### config.mk
export PLATFORM = sky130hd
export DESIGN_NAME = sync_fifo
export DESIGN_NICKNAME = d
export VERILOG_FILES = /design/src/rtl/fifo_pkg.sv /design/src/rtl/fifo_mem.sv /design/src/rtl/sync_fifo.sv
export SDC_FILE = /design/constraint.sdc
export NUM_CORES = 1
export LEC_CHECK = 0
export ABC_AREA = 1
export ABC_CLOCK_PERIOD_IN_PS = 3400
export CORE_MARGIN = 2
export CORE_UTILIZATION = 46
export DETAILED_ROUTE_END_ITERATION = 6
export MAX_ROUTING_LAYER = met4
export PLACE_DENSITY_LB_ADDON = 0.15
export SLEW_MARGIN = 20
export SYNTH_ARGS = -nofsm -noshare
export SYNTH_HDL_FRONTEND = slang
export SYNTH_HIERARCHICAL = 1
export SYNTH_SLANG_ARGS = --single-unit
export TNS_END_PERCENT = 30
### constraint.sdc
create_clock -name clk -period 3.4 [get_ports clk]
set_clock_uncertainty 0.1 [all_clocks]
set_input_delay 0.51 -clock clk [delete_from_list [all_inputs] [get_ports clk]]
set_output_delay 0.51 -clock clk [all_outputs]
set_load 0.01 [all_outputs]
### src/rtl/fifo_pkg.sv
// Shared FIFO defaults and pointer-width helper.
// Pointers carry one extra wrap bit above the address bits.
package fifo_pkg;

  localparam int DEF_DEPTH = 8;
  localparam int DEF_WIDTH = 32;

  function automatic int ptr_w(input int depth);
    return $clog2(depth) + 1;
  endfunction

endpackage

### src/rtl/fifo_mem.sv
// FIFO storage: DEPTH x WIDTH register array, no reset.
// Synchronous write port, address-decoded read port.
module fifo_mem
  import fifo_pkg::*;
#(
  parameter int DEPTH = DEF_DEPTH,
  parameter int WIDTH = DEF_WIDTH,
  parameter int AW    = $clog2(DEPTH)
) (
  input  logic             clk,
  input  logic             we,
  input  logic [AW-1:0]    waddr,
  input  logic [WIDTH-1:0] wdata,
  input  logic [AW-1:0]    raddr,
  output logic [WIDTH-1:0] rdata
);

  logic [WIDTH-1:0] mem [DEPTH];

  always_ff @(posedge clk) begin
    if (we) begin
      mem[waddr] <= wdata;
    end
  end

  // Registered in the top so data_out can be reset
  assign rdata = mem[raddr];

endmodule

### src/rtl/sync_fifo.sv
// Single-clock FIFO with chip select and registered read data.
// Pointers, accept gating and full/empty flags live here.
module sync_fifo
  import fifo_pkg::*;
#(
  parameter int FIFO_DEPTH = DEF_DEPTH,
  parameter int DATA_WIDTH = DEF_WIDTH
) (
  input  logic                  clk,
  input  logic                  rst,
  input  logic                  cs,
  input  logic                  wr_en,
  input  logic                  rd_en,
  input  logic [DATA_WIDTH-1:0] data_in,
  output logic [DATA_WIDTH-1:0] data_out,
  output logic                  empty,
  output logic                  full
);

  localparam int AW = $clog2(FIFO_DEPTH);
  localparam int PW = ptr_w(FIFO_DEPTH);

  logic [PW-1:0]         wr_ptr;
  logic [PW-1:0]         rd_ptr;
  logic                  we;
  logic                  re;
  logic [DATA_WIDTH-1:0] rd_data;

  assign empty = (wr_ptr == rd_ptr);
  assign full  = (wr_ptr[AW-1:0] == rd_ptr[AW-1:0]) &&
                 (wr_ptr[AW] != rd_ptr[AW]);

  assign we = cs & wr_en & ~full;
  assign re = cs & rd_en & ~empty;

  fifo_mem #(
    .DEPTH (FIFO_DEPTH),
    .WIDTH (DATA_WIDTH),
    .AW    (AW)
  ) u_mem (
    .clk   (clk),
    .we    (we),
    .waddr (wr_ptr[AW-1:0]),
    .wdata (data_in),
    .raddr (rd_ptr[AW-1:0]),
    .rdata (rd_data)
  );

  always_ff @(posedge clk) begin
    if (rst) begin
      wr_ptr   <= '0;
      rd_ptr   <= '0;
      data_out <= '0;
    end else begin
      if (we) begin
        wr_ptr <= wr_ptr + PW'(1);
      end
      if (re) begin
        rd_ptr   <= rd_ptr + PW'(1);
        data_out <= rd_data;
      end
    end
  end

endmodule

==> results of run 1 <==
## layer usage
layer | global-route usage [%] | wire length [µm] | up-vias
met3 | 2.41 | 1260 | 45
met5 | - | 0 | -
met4 | 4.83 | 552 | 0
met1 | 24.8 | 12300 | 4070
li1 | - | - | 4513
met2 | 32.3 | 13400 | 179
## cell usage in the layout (no fill, tap or decap), drive strengths merged, types with 13 or more instances in the layout
cell           count
inv              312
buf               19
edfxtp           256
clkinv            13
a21oi             41
clkbuf            38
dfxtp             40
nand2            481
clkdlybuf4s50     70
nor2              53
nand3            170
## worst reg2reg max path: stages, from the launching register on
cell and delay, ns:
dfxtp_4 0.55, clkinv_2 0.73, buf_12 0.50, nand2_1 0.10
nand3_1 0.08, nand2_1 0.11, nand2_1 0.05, nand2_1 0.08
inv_1 0.07, nand3_1 0.08, nand2_1 0.07, nor2_1 0.10
## cells by family after synthesis
logic type	synth area share [%]
AOI/OAI and AO/OA	1.83
adders and majority gates	0.188
buffers and inverters	12.4
DFF	63.9
and+or+nand+nor	21.7
## sequential cells by signal, summed over array words and instances (netlist names)
register   cells
rd_ptr         4
data_out      32
wr_ptr         4
u_mem/mem    256
## path summary, 6_finish.rpt
| path | endpoint | slack, ns | cells after the start |
|---|---|---|---|
| worst max-delay path | full | 0.52 | 5 |
| worst min-delay path | data_out[29] | 0.38 | 2 |
| worst max register to register | data_out[3] | 0.74 | 11 |
| worst min register to register | data_out[29] | 0.38 | 2 |
## through the flow
stage,worst slack (ns),util [%]
floorplan,0.486,-
global placement,0.684,50.2
detailed placement,0.683,50.2
CTS,0.488,53.4
global route,0.340,53.4
finish,0.517,53.4
## report_power, final
group	internal [mW]	total (mW)	switching, mW	leakage (nW)
clock	1.81	3.11	1.31	0.449
sequential	4.01	4.05	0.0398	2.64
combinational	0.264	0.738	0.475	3.70
## cell usage after synthesis
cell type / count / share of area [%]
nand2_1: 480 / 14
inv_1: 310 / 8.8
edfxtp_1: 256 / 58
nand3_1: 170 / 6.4
nor2_1: 52 / 1.5
dfxtp_1: 40 / 6.0
a21oi_1: 31 / 1.2
buf_2: 23 / 0.87
buf_6: 21 / 1.8
a21oi_2: 10 / 0.66
buf_1: 7 / 0.20
buf_4: 7 / 0.40
clkbuf_1: 7 / 0.20
inv_2: 3 / 0.085
ha_1: 2 / 0.19
clkbuf_8: 1 / 0.10
nand2_4: 1 / 0.085
nand4_2: 1 / 0.094
nor2_2: 1 / 0.047
## layout make-up
cell class / count / area (µm²) / area share [%]
clock buffer: 38 / 802 / 5.26
timing repair buffer: 89 / 968 / 6.35
sequential: 296 / 8490 / 55.7
tap: 384 / 480 / 3.15
clock inverter: 16 / 126 / 0.829
inverter: 313 / 1180 / 7.71
multi-input combinational: 748 / 3210 / 21.0
==> impl_metrics.env, run 1 <==
export IMPL_final_net_count=1518
export IMPL_post_dp_hpwl_um=15100
export IMPL_critical_path_required_ns=2.79
export IMPL_period_needed_ns=2.88
export IMPL_p_per_area_nw_per_um2=518
export IMPL_design_core_area_um2=28500
export IMPL_timing_critical_path_from="rd_ptr[1]"
export IMPL_maxSlewHeadroom_pct=26.9
export IMPL_ys_types=19
export IMPL_htreeDepth=1
export IMPL_max_freq_ghz=0.347
export IMPL_synth_warning_count=6
export IMPL_die_w_um=174
export IMPL_io_buffer_count=70
export IMPL_critical_path_reg2reg_startpoint="rd_ptr[0]"
export IMPL_clock_insertion_delay_worst_skew_ns=0.55
export IMPL_cts_buffers=31
export IMPL_cts_tree="done"
export IMPL_vias_in_the_first_global_route=8531
export IMPL_gr_overflow_total=0
export IMPL_p_leak_nw=6.79
export IMPL_route_detailed_vias_per_inst=4.67
export IMPL_drt_pass1_iterations=5
export IMPL_min_delay_path_class="register to register"
export IMPL_worst_hold_slack_ns=0.377
export IMPL_synth_seq_cells=296
export IMPL_top_level_ports=71
export IMPL_post_cts_setup_buffer_count=0
export IMPL_grt_start_max_net_pins=73
export IMPL_final_instance_count_excl_fill=1884
export IMPL_clockRootBuffer="clkbuf_16"
export IMPL_antenna_diode_count=0
export IMPL_critical_path_max_stage_delay_ns=0.59
export IMPL_critPathArrivalTime_ns=2.27
export IMPL_syn_nets=1462
export IMPL_finalWirelength_um=27600
export IMPL_end_kind="output port"
export IMPL_first_pass_grt_wire_length_um=44900
export IMPL_post_route_period_util_pct=84.8
export IMPL_timing_final_max_slew_violations=0
export IMPL_crit_type="register to output port"
export IMPL_critical_path_slowest_cell="dfxtp_2"
export IMPL_area_delta_synth_final_pct=14.9
export IMPL_drive_above_1_share_pct=5.67
export IMPL_timing_critical_path_max_delay_family="buffers and inverters"
export IMPL_setup_violations_final=0
export IMPL_ir_drop_worst_case_vdd_mv=0.335
export IMPL_crit_path_cell_trace="nand2_1, nand2_1, nand4_2, inv_1, clkdlybuf4s50_1"
export IMPL_grt_util_all_layers_pct=19.2
export IMPL_placed_cells_incl_taps=1830
export IMPL_antenna_violating_nets_post_route=0
export IMPL_finalSetupTns_ns=0
export IMPL_grt_setup_unrepaired="false"
export IMPL_clkTransAtPathRegs_ns=0.06
export IMPL_cts_root_to_sink_buffers=3
export IMPL_die_h_um=174
export IMPL_fillCellCount=2608
export IMPL_path_common_cell="nand2_1"
export IMPL_finish_instance_area_um2=15300
export IMPL_final_hold_violation_count=0
export IMPL_floorplan_die_area_um2=30200
export IMPL_max_cap_violations=0
export IMPL_timing_critical_path_fanout_max=20
export IMPL_timing_worst_slew_pin_value_ns=1.10
export IMPL_outcome="finished clean"
export IMPL_total_power_consumption_of_the_routed_design_mw=7.90
export IMPL_numClockSinks=296
export IMPL_postCtsHoldBufs=0
export IMPL_critical_path_start_type="register"
export IMPL_gate_count_post_synth=1423
export IMPL_synth_seq_area_share_pct=63.9
export IMPL_drc_viols=0
export IMPL_syn_cell_area_um2=13300
export IMPL_floorplan_initialDensity_pct=46.5
export IMPL_dr_first_iter_drc_count=591
export IMPL_place_gp_congestion=0.746
export IMPL_wl_per_cell_um=14.6
export IMPL_num_vias=8807
export IMPL_placementRows=62
export IMPL_post_cts_resized=0
export IMPL_place_area_um2=14300
export IMPL_critPathBufInv=2
export IMPL_antenna_found_initial=0
export IMPL_syn_avg_cell_area_um2=9.33
export IMPL_worst_hold_startpoint="data_out[29]"
Note: power is estimated with default switching activity, not from simulation.
==> inputs of run 2 (changes only) <==
Settings changed: ABC_CLOCK_PERIOD_IN_PS 3400 to 2900.
Clock period 3.4 ns to 2.9 ns, I/O delays scaled along.
==> impl_metrics.env, run 2 (synthesized netlist as in run 1, its figures left out) <==
export IMPL_outcome="finished clean"
export IMPL_clkTransAtPathRegs_ns=0.06
export IMPL_antenna_found_initial=0
export IMPL_dr_first_iter_drc_count=665
export IMPL_post_route_period_util_pct=92.6
export IMPL_floorplan_die_area_um2=30200
export IMPL_crit_type="register to output port"
export IMPL_path_common_cell="inv_1"
export IMPL_post_dp_hpwl_um=16800
export IMPL_ir_drop_worst_case_vdd_mv=0.416
export IMPL_critPathBufInv=4
export IMPL_top_level_ports=71
export IMPL_design_core_area_um2=28500
export IMPL_area_delta_synth_final_pct=16.1
export IMPL_max_cap_violations=0
export IMPL_place_gp_congestion=0.756
export IMPL_numClockSinks=296
export IMPL_clock_power_share_pct=41.7
export IMPL_gr_overflow_total=0
export IMPL_vias_in_the_first_global_route=8629
export IMPL_critical_path_required_ns=2.37
export IMPL_floorplan_initialDensity_pct=46.5
export IMPL_post_cts_resized=0
export IMPL_regMostFlops="u_mem/mem"
export IMPL_end_kind="output port"
export IMPL_clock_insertion_delay_worst_skew_ns=0.51
export IMPL_critPathArrivalTime_ns=2.15
export IMPL_timing_final_max_slew_violations=0
export IMPL_grt_start_max_net_pins=113
export IMPL_period_needed_ns=2.68
export IMPL_finish_instance_area_um2=15400
export IMPL_die_h_um=174
export IMPL_final_setup_worst_slack_ns=0.216
export IMPL_postCtsHoldBufs=0
export IMPL_top_regs="u_mem/mem: 256 flops, data_out: 32 flops"
export IMPL_most_common_layout_cells="nand2_1, inv_1, edfxtp_1, nand3_1, clkdlybuf4s50_1"
export IMPL_wl_per_cell_um=15.3
export IMPL_num_vias=9035
export IMPL_power_share_switching_pct=23.2
export IMPL_cellInternalPower_mw=7.43
export IMPL_grt_util_all_layers_pct=20.1
export IMPL_htreeDepth=2
export IMPL_post_cts_setup_buffer_count=0
export IMPL_timing_worst_slew_pin_value_ns=0.861
export IMPL_min_delay_path_class="register to register"
export IMPL_drt_pass1_iterations=5
export IMPL_critical_path_max_stage_delay_ns=0.53
export IMPL_clockRootBuffer="clkbuf_16"
export IMPL_maxSlewHeadroom_pct=42.6
export IMPL_power_share_sequential_pct=49.1
export IMPL_finalWirelength_um=29100
export IMPL_combPwrFrac_pct=9.2
export IMPL_total_power_consumption_of_the_routed_design_mw=9.68
export IMPL_max_freq_ghz=0.373
export IMPL_critical_path_slowest_cell="clkdlybuf4s50_1"
export IMPL_critical_path_start_type="register"
export IMPL_r2r_setup_slack_ns=0.51
export IMPL_die_w_um=174
export IMPL_dpl_worst_slack_ns=0.336
export IMPL_number_of_flip_flops_under_the_largest_register_name=256
export IMPL_final_hold_violation_count=0
export IMPL_p_per_area_nw_per_um2=628
export IMPL_placementRows=62
export IMPL_timing_critical_path_max_delay_family="buffers and inverters"
export IMPL_p_leak_nw=6.90
export IMPL_setup_violations_final=0
export IMPL_mostFrequentLayoutCell="nand2_1"
export IMPL_timing_critical_path_fanout_max=24
export IMPL_route_detailed_vias_per_inst=4.76
export IMPL_cts_root_to_sink_buffers=3
export IMPL_crit_path_cell_trace="inv_1, nand2_1, nand2_1, inv_1, nand4_2, inv_1, clkdlybuf4s50_1"
export IMPL_antenna_violating_nets_post_route=0
export IMPL_drc_viols=0
export IMPL_grt_setup_unrepaired="false"
export IMPL_final_net_count=1531
export IMPL_place_area_um2=14400
export IMPL_cts_buffers=34
export IMPL_drive_above_1_share_pct=6.60
export IMPL_net_switching_power_mw=2.25
export IMPL_io_buffer_count=70
export IMPL_first_pass_grt_wire_length_um=46500
export IMPL_antenna_diode_count=0
export IMPL_cts_tree="done"
[run 2: layer usage]
metal / vias to the layer above / share of wire (%) / track usage (%)
met4: 0 / 1.5 / 4.55
met5: - / 0 / -
li1: 4546 / - / -
met2: 206 / 46 / 31.6
met1: 4250 / 48 / 28.1
met3: 33 / 4.8 / 2.65
[run 2: worst register-to-register path, cell delays in order, from the launching register on]
cell	delay (ns)
dfxtp_4	0.52
nand2_1	0.09
nand2_1	0.10
inv_1	0.06
nand4_2	0.17
nand2_1	0.14
inv_1	0.09
nand2_1	0.23
nor2_4	0.34
buf_12	0.23
[run 2: metrics by stage]
stage	cells	util [%]	setup TNS [ns]	hold slack (ns)
2_1_floorplan	1423	-	-1.64	0.396
3_3_place_gp	1840	50.4	0	0.361
3_5_place_dp	1840	50.4	0	0.368
4_1_cts	1899	54.0	0	0.384
5_1_grt	1899	54.0	0	0.410
6_report	1899	54.0	0	0.376
[run 2: power groups by stage]
stage	Clock, mW	Combinational [mW]	Sequential (mW)
floorplan	0	0.593	4.85
global placement	0	0.891	4.84
CTS	4.15	0.901	4.75
detailed placement	0	0.898	4.84
global route	4.29	1.01	4.76
finish	4.04	0.890	4.75
[run 2: final cells by class]
class / instances / area (µm²)
fill: 2607 / 13100
sequential: 296 / 8490
multi-input combinational: 748 / 3210
inverter: 313 / 1180
timing repair buffer: 99 / 1020
clock buffer: 44 / 920
tap: 384 / 480
clock inverter: 15 / 128
[run 2: worst paths after layout]
check                             startpoint               to  cells after the start
worst max-delay path               rd_ptr[0]             full                      7
worst min-delay path            data_out[22]     data_out[22]                      2
worst max register to register     rd_ptr[0]  u_mem/mem[5][4]                      9
worst min register to register  data_out[22]     data_out[22]                      2
==> inputs of run 3 (changes only) <==
==> constraint.sdc (replaced) <==
create_clock -name clk -period 2.9 [get_ports clk]
set_clock_uncertainty 0.1 [all_clocks]
set_input_delay 0.435 -clock clk [delete_from_list [all_inputs] [get_ports clk]]
set_output_delay 0.435 -clock clk [all_outputs]
set_load 0.05 [all_outputs]
==> impl_metrics.env, run 3 (synthesized netlist as in run 1, its figures left out) <==
export IMPL_max_cap_violations=0
export IMPL_clkTransAtPathRegs_ns=0.06
export IMPL_cts_root_to_sink_buffers=3
export IMPL_post_dp_hpwl_um=17200
export IMPL_design_core_area_um2=28500
export IMPL_ff2ff_path_depth=9
export IMPL_total_power_consumption_of_the_routed_design_mw=9.73
export IMPL_hold_path_cell_count=2
export IMPL_wl_per_cell_um=15.4
export IMPL_critPathArrivalTime_ns=2.00
export IMPL_grt_start_max_net_pins=131
export IMPL_critical_path_required_ns=2.37
export IMPL_max_freq_ghz=0.394
export IMPL_mostFrequentLayoutCell="nand2_1"
export IMPL_antenna_violating_nets_post_route=0
export IMPL_timing_final_max_slew_violations=0
export IMPL_die_h_um=174
export IMPL_floorplan_die_area_um2=30200
export IMPL_worst_hold_startpoint="data_out[24]"
export IMPL_min_delay_path_class="register to register"
export IMPL_final_hold_violation_count=0
export IMPL_post_route_period_util_pct=87.4
export IMPL_crit_path_cell_trace="nand2_1, a21oi_2, nand2_4, inv_1, buf_12"
export IMPL_finalCoreUtilization_pct=53.9
export IMPL_fillCellCount=2630
export IMPL_numClockSinks=296
export IMPL_critical_path_reg2reg_startpoint="rd_ptr[1]"
export IMPL_grt_setup_unrepaired="false"
export IMPL_setup_violations_final=0
export IMPL_top_level_ports=71
export IMPL_num_vias=9039
export IMPL_drt_pass1_iterations=5
export IMPL_worst_hold_path_endpoint="data_out[24]"
export IMPL_r2r_setup_slack_ns=0.64
export IMPL_critical_path_start_type="register"
export IMPL_crit_type="register to output port"
export IMPL_maxSlewHeadroom_pct=34.4
export IMPL_first_pass_grt_wire_length_um=46900
export IMPL_placementRows=62
export IMPL_finish_instance_area_um2=15400
export IMPL_p_leak_nw=6.88
export IMPL_critical_path_reg2reg_endpoint="u_mem/mem[3][21]"
export IMPL_area_delta_synth_final_pct=16.0
export IMPL_p_per_area_nw_per_um2=632
export IMPL_critical_path_slowest_cell="dfxtp_2"
export IMPL_gr_overflow_total=0
export IMPL_io_buffer_count=70
export IMPL_clockRootBuffer="clkbuf_16"
export IMPL_place_area_um2=14400
export IMPL_drive_above_1_share_pct=6.54
export IMPL_clock_insertion_delay_worst_skew_ns=0.51
export IMPL_post_cts_setup_buffer_count=0
export IMPL_timing_worst_slew_pin_value_ns=0.982
export IMPL_cts_tree="done"
export IMPL_number_of_flip_flops_under_the_largest_register_name=256
export IMPL_critical_path_max_stage_delay_ns=0.56
export IMPL_final_net_count=1528
export IMPL_cts_buffers=34
export IMPL_grt_util_all_layers_pct=20.3
export IMPL_place_gp_congestion=0.791
export IMPL_postCtsHoldBufs=0
export IMPL_regMostFlops="u_mem/mem"
export IMPL_htreeDepth=2
export IMPL_finalWirelength_um=29200
export IMPL_route_detailed_vias_per_inst=4.76
export IMPL_timing_critical_path_fanout_max=30
export IMPL_antenna_found_initial=0
export IMPL_floorplan_initialDensity_pct=46.5
export IMPL_dr_first_iter_drc_count=640
export IMPL_finalSetupTns_ns=0
export IMPL_drc_viols=0
export IMPL_vias_in_the_first_global_route=8910
export IMPL_top_regs="u_mem/mem: 256 flops, data_out: 32 flops"
export IMPL_post_cts_resized=0
export IMPL_end_kind="output port"
export IMPL_most_common_layout_cells="nand2_1, inv_1, edfxtp_1, nand3_1, clkdlybuf4s50_1"
export IMPL_outcome="finished clean"
export IMPL_die_w_um=174
export IMPL_period_needed_ns=2.54
export IMPL_ir_drop_worst_case_vdd_mv=0.383
run 3: changes by cell type in the layout (fill, tap and decap cells not counted), sizes merged:
cell,change
clkinv,+2
diode,+1
clkbuf,-1
buf,-1
bufinv,-1
clkdlybuf4s50,-2
clkinvlp,+1
inv,+1
run 3: how the worst max path moves through the flow:
stage	start	to	cells past startpoint
6_report	rd_ptr[1]	empty	5
5_1_grt	rd_ptr[1]	empty	5
4_1_cts	rd_ptr[1]	empty	5
3_5_place_dp	cs	u_mem/mem[3][12]	8
3_3_place_gp	cs	u_mem/mem[3][12]	8
2_1_floorplan	rd_ptr[0]	u_mem/mem[1][0]	8
run 3: area by class of cell:
type | instances | area (µm²) | share of cell area (%)
diodes | 1 | 2.50 | 0.0163
multi-input cells | 748 | 3210 | 20.8
clock inverters | 18 | 118 | 0.764
flip-flops and latches | 296 | 8490 | 55.2
clock buffers | 43 | 906 | 5.88
inverters | 313 | 1180 | 7.64
repair buffers | 96 | 1020 | 6.60
well taps | 384 | 480 | 3.12
run 3: layer usage:
| layer | vias to the layer above | GRT usage, % | share of wire (%) |
|---|---|---|---|
| met5 | - | - | 0 |
| met4 | 0 | 4.52 | 1.5 |
| met3 | 37 | 3.11 | 5.2 |
| met2 | 198 | 32.8 | 47 |
| met1 | 4261 | 27.3 | 47 |
| li1 | 4543 | - | - |
run 3: per-stage QoR:
stage          setup WS, ns  cells  hold WS, ns
2_1_floorplan       -0.0140   1423        0.396
3_3_place_gp          0.363   1837        0.362
3_5_place_dp          0.372   1837        0.367
4_1_cts               0.315   1898        0.383
5_1_grt               0.258   1898        0.404
6_report              0.364   1899        0.378
run 3: report_power, final:
| group | internal (mW) | switching [mW] | leakage, nW |
|---|---|---|---|
| sequential | 4.71 | 0.0395 | 2.64 |
| combinational | 0.320 | 0.716 | 3.74 |
| clock | 2.31 | 1.64 | 0.496 |
| total | 7.33 | 2.40 | 6.88 |
run 3: critical path, delay by kind of cell (launching register included):
family	cells	cell delay, ns
flops	1	0.56
buf+inv	2	0.34
compound gates	1	0.20
simple gates	2	0.39
